`src/rtl/screen_sequencer.sv`:
```
// Game-flow controller: picks start / game / game-over screen and applies each
// change only at the first cycle of vertical blanking.
module screen_sequencer #(
  parameter int BTN_X          = 373,
  parameter int BTN_Y          = 274,
  parameter int BTN_W          = 54,
  parameter int BTN_H          = 53,
  parameter int HOLDOFF_FRAMES = 30,
  parameter int OVER_FRAMES    = 180
) (
  input  logic        pclk,
  input  logic        rst,
  input  logic        mouse_left,
  input  logic [11:0] xpos,
  input  logic [11:0] ypos,
  input  logic        vblnk,
  input  logic        game_over,
  output logic [1:0]  screen_sel,
  output logic        game_rst,
  output logic        game_en,
  output logic [15:0] play_frames,
  output logic [2:0]  state_dbg
);

  typedef enum logic [2:0] {
    S_START     = 3'd0,
    S_ARM_PLAY  = 3'd1,
    S_PLAYING   = 3'd2,
    S_ARM_OVER  = 3'd3,
    S_OVER      = 3'd4,
    S_ARM_START = 3'd5
  } state_t;

  localparam logic [1:0]  SEL_START = 2'd0;
  localparam logic [1:0]  SEL_GAME  = 2'd1;
  localparam logic [1:0]  SEL_OVER  = 2'd2;
  localparam logic [11:0] X_LO      = 12'(BTN_X);
  localparam logic [11:0] X_HI      = 12'(BTN_X + BTN_W);
  localparam logic [11:0] Y_LO      = 12'(BTN_Y);
  localparam logic [11:0] Y_HI      = 12'(BTN_Y + BTN_H);
  localparam logic [7:0]  HOLDOFF   = 8'(HOLDOFF_FRAMES);
  localparam logic [7:0]  OVER_LIM  = 8'(OVER_FRAMES);

  state_t      state, state_nx;
  logic        ml_d, vb_d;
  logic [7:0]  over_cnt, oc_nx;
  logic [1:0]  sel_nx;
  logic        grst_nx, en_nx;
  logic [15:0] pf_nx;
  logic        click, frame_start, hit;

  // Edge detectors reset high so levels already present at reset release
  // are not mistaken for fresh edges.
  assign click       = mouse_left & ~ml_d;
  assign frame_start = vblnk & ~vb_d;
  assign hit         = (xpos >= X_LO) && (xpos < X_HI) &&
                       (ypos >= Y_LO) && (ypos < Y_HI);
  assign state_dbg   = state;

  always_ff @(posedge pclk or negedge rst) begin
    if (!rst) begin
      state       <= S_START;
      ml_d        <= 1'b1;
      vb_d        <= 1'b1;
      over_cnt    <= 8'd0;
      screen_sel  <= SEL_START;
      game_rst    <= 1'b0;
      game_en     <= 1'b0;
      play_frames <= 16'd0;
    end else begin
      state       <= state_nx;
      ml_d        <= mouse_left;
      vb_d        <= vblnk;
      over_cnt    <= oc_nx;
      screen_sel  <= sel_nx;
      game_rst    <= grst_nx;
      game_en     <= en_nx;
      play_frames <= pf_nx;
    end
  end

  // ARM_* states only wait for the next blanking edge; events seen while
  // armed are deliberately dropped.
  always_comb begin
    state_nx = state;
    sel_nx   = screen_sel;
    grst_nx  = 1'b0;
    en_nx    = game_en;
    pf_nx    = play_frames;
    oc_nx    = over_cnt;
    unique case (state)
      S_START: begin
        if (click && hit) state_nx = S_ARM_PLAY;
      end
      S_ARM_PLAY: begin
        if (frame_start) begin
          state_nx = S_PLAYING;
          sel_nx   = SEL_GAME;
          en_nx    = 1'b1;
          grst_nx  = 1'b1;
          pf_nx    = 16'd0;
        end
      end
      S_PLAYING: begin
        if (frame_start && (play_frames != 16'hFFFF)) pf_nx = play_frames + 16'd1;
        if (game_over) state_nx = S_ARM_OVER;
      end
      S_ARM_OVER: begin
        if (frame_start) begin
          state_nx = S_OVER;
          sel_nx   = SEL_OVER;
          en_nx    = 1'b0;
          oc_nx    = 8'd0;
        end
      end
      S_OVER: begin
        if (frame_start && (over_cnt != 8'hFF)) oc_nx = over_cnt + 8'd1;
        if ((click && (over_cnt >= HOLDOFF)) || (over_cnt == OVER_LIM))
          state_nx = S_ARM_START;
      end
      S_ARM_START: begin
        if (frame_start) begin
          state_nx = S_START;
          sel_nx   = SEL_START;
        end
      end
      default: state_nx = S_START;
    endcase
  end

endmodule

```
`config.mk`:
```
export PLATFORM = sky130hd
export DESIGN_NAME = screen_sequencer
export DESIGN_NICKNAME = d
export VERILOG_FILES = /design/src/rtl/screen_sequencer.sv
export SDC_FILE = /design/constraint.sdc
export NUM_CORES = 1
export LEC_CHECK = 0
export CELL_PAD_IN_SITES_DETAIL_PLACEMENT = 1
export CELL_PAD_IN_SITES_GLOBAL_PLACEMENT = 1
export CORE_ASPECT_RATIO = 2
export CORE_MARGIN = 2
export CORE_UTILIZATION = 35
export DETAILED_ROUTE_END_ITERATION = 12
export GPL_ROUTABILITY_DRIVEN = 1
export PLACE_DENSITY_LB_ADDON = 0.15
export SYNTH_ARGS = -nofsm -noshare
export SYNTH_HDL_FRONTEND = slang
export SYNTH_SLANG_ARGS = --single-unit
```
`constraint.sdc`:
```
create_clock -name pclk -period 2.2 [get_ports pclk]
set_input_delay 0.44 -clock pclk [delete_from_list [all_inputs] [get_ports pclk]]
set_output_delay 0.44 -clock pclk [all_outputs]
set_load 0.01 [all_outputs]
```
==> impl_metrics.tcl, run 1 <==
set metrics [dict create \
    cp_cell_sequence "clkdlybuf4s50_1 > nor2b_1 > nand4_1 > buf_4 > nor4b_1 > xnor2_1 > nor2_1" \
    cts_buffer_depth 2 \
    fin_setup_tns_ns 0 \
    pwr_density_cell_nw_per_um2 812 \
    busiest_layer "met2" \
    synth_area_leaders "dfrtp_1 42%, nand2_1 5.4%, xnor2_1 5.2%" \
    cts_buffers 5 \
    root_buffer "clkbuf_8" \
    crit_arrival_ns 2.17 \
    critPathMaxFanout 4 \
    routed_via_density 5.52 \
    grt_first_pass_wirelength_mm 9.69 \
    worst_slew_pin_slew_ns 0.508 \
    use_met3_pct 1.93 \
    maxCapViolations 0 \
    grtUsageMet2_pct 43.9 \
    fin_util_pct 51.1 \
    clock_latency_ns 0.28 \
    io_buffer_count 51 \
    cpPeakStageDelay_ns 0.48 \
    diodes 0 \
    hold_violations 0 \
    ys_ff_latch 33 \
    cpMaxStageDelayCell "clkdlybuf4s50_1" \
    finalSetupViolations 0 \
    start_util_pct 36.2 \
    syn_area_per_cell_sq_um 8.99 \
    first_global_vias 2070 \
    cts_tree "built" \
    die_w_um 55.6 \
    area_growth_pct 41.0 \
    seq_area_frac_synth_pct 44.5 \
    worstHoldPathType "flop to flop" \
    drtPass1Iterations 4 \
    yosys_warnings 0 \
    syn-cell-area_sq_um 1860 \
    cts.sinks 33 \
    dr_total_vias 1844 \
    dieHeight_um 107 \
    leakagePower_nw 1.10 \
    layoutNonFillerInstCount 334 \
    clk_pin_slew_ns 0.07 \
    drc 0 \
    layout_common_cells "51 x clkdlybuf4s50_1, 31 x dfrtp_1, 27 x nand2_1" \
    layout_commonest_cell "clkdlybuf4s50_1" \
    core_sq_um 5140 \
    place_inst 326 \
    cts_max_level 2 \
    rsz0062_at_grt "false" \
    whs_ns 0.489 \
    status "complete, no violations" \
    detail_route.iter0.violations 17 \
    fin_nets 308 \
    startpoint_type "input pin" \
    slew_headroom_pct 65.9 \
    io_pins 52 \
    peakVddDrop_uv 599 \
    ctsResizeCount 0 \
    synth-edff-count 0 \
    hpwl_mm 4.56 \
    fmax_mhz 497 \
    wl_per_cell_um 17.5 \
    clock-skew-final_ns 0.00600 \
    wirelength_mm 5.85 \
    layout-drive-gt1-share_pct 11.6 \
    design.die.area_sq_um 5950 \
    timing.final.crit_share_pct 91.5 \
    use_met1_pct 18.5 \
    ant_nets 0 \
    yosys.area.top_type_share_pct 41.7 \
    yosys.area.top_type "dfrtp_1" \
    grt_max_degree 34 \
    gp_congestion 0.754 \
    crit_required_ns 2.36 \
    fp-row-count 37 \
    ys_types 41 \
    cts_setup_buffers 0 \
    syn-num-nets 240 \
    grt-ovfl-total 0 \
    antenna_found_initial 0 \
    setup.worst_path.class "input pin to flop" \
    cts_hold_buf 0 \
    endpoint_kind "flop" \
    yosys_most_used_dff "dfrtp_1" \
    period_needed_ns 2.01 \
    synthCells 207 \
    synth-async-reset-ratio_pct 100 \
    track_usage_pct 20.9 \
    maxSlewViolCount 0 \
]
## layer usage
| layer | share of wire (%) | vias to the layer above |
|---|---|---|
| met3 | 2.1 | 16 |
| li1 | - | 873 |
| met1 | 33 | 914 |
| met4 | 3.4 | 0 |
| met2 | 61 | 41 |
| met5 | 0 | - |
## path summary, 6_finish.rpt
path,start,cells past startpoint,slack [ns],to
max in group asynchronous,rst,2,1.29,ml_d$_DFF_PN1_
max reg2reg,over_cnt[1]$_DFFE_PN0P_,7,0.26,over_cnt[5]$_DFFE_PN0P_
min,game_en$_DFFE_PN0P_,2,0.49,game_en$_DFFE_PN0P_
max,vblnk,7,0.19,play_frames[10]$_DFFE_PN0P_
min in group asynchronous,rst,2,0.57,game_en$_DFFE_PN0P_
min reg2reg,game_en$_DFFE_PN0P_,2,0.49,game_en$_DFFE_PN0P_
## layout make-up
class / instances / area, sq um
clock buffer: 7 / 96.3
clock inverter: 1 / 5.00
fill: 621 / 2510
inverter: 8 / 30.0
multi-input combinational: 159 / 955
sequential: 33 / 828
tap: 58 / 72.6
timing repair buffer: 68 / 638
## synth_stat cells, drive strengths merged (2+ instances only)
cell type / n
o211ai: 2
or3: 5
dfrtp: 31
mux2i: 2
xnor2: 11
nor3b: 4
inv: 8
nor2: 22
a21oi: 10
xor2: 3
dfstp: 2
nor3: 12
ha: 4
nor4b: 2
buf: 6
nand3: 8
o21ai: 11
nand4: 9
nand2: 27
and3: 5
or4: 3
nor2b: 2
nor4: 5
## worst max-delay path: cells and delay by family
family,cells,cell delay [ns]
xor gates and xnor gates,1,0.17
buffers and inverters,2,0.69
and+or+nand+nor,4,0.87
## per-stage QoR
step	cell area (sq um)	total power [W]	setup WS [ns]
after floorplan	1860	0.00127	0.434
after global placement	2520	0.00161	-0.0771
after detailed placement	2520	0.00164	-0.112
after CTS	2630	0.00216	0.177
after global routing	2630	0.00228	0.000112
final	2630	0.00213	0.187
## state kept, by name, summed over array words and instances, names as in the netlist
register,count
vb_d,1
screen_sel,2
game_en,1
state_dbg,3
ml_d,1
game_rst,1
over_cnt,8
play_frames,16
## logic make-up after synthesis
logic type	after synthesis	share of synthesized area [%]
AND/OR/NAND/NOR	108	30.8
buffers and inverters	15	4.23
adder cells (fa/ha/maj)	4	2.69
XOR/XNOR	14	6.59
AO/OA/AOI/OAI	31	10.1
flip-flops	33	44.5
multiplexers	2	1.08
## power by group
group          internal (W)  switching (W)
Clock              0.000283       0.000227
Sequential         0.000744       0.000194
Combinational      0.000354       0.000329
Total               0.00138       0.000750
Power figures use the tool's default switching activity.
==> run 2: changes to the inputs <==
--- a/config.mk
+++ b/config.mk
@@ -13,6 +13,7 @@
 export DETAILED_ROUTE_END_ITERATION = 12
 export GPL_ROUTABILITY_DRIVEN = 1
 export PLACE_DENSITY_LB_ADDON = 0.15
+export SLEW_MARGIN = 15
 export SYNTH_ARGS = -nofsm -noshare
 export SYNTH_HDL_FRONTEND = slang
 export SYNTH_SLANG_ARGS = --single-unit
==> results of run 2 <==
No change in the layout: final DEF, timing and power equal those of run 1.
==> run 3: changes to the inputs <==
--- a/config.mk
+++ b/config.mk
@@ -17,3 +17,4 @@
 export SYNTH_ARGS = -nofsm -noshare
 export SYNTH_HDL_FRONTEND = slang
 export SYNTH_SLANG_ARGS = --single-unit
+export TNS_END_PERCENT = 10
==> results of run 3 <==
No change in the layout: final DEF, timing and power equal those of run 1.
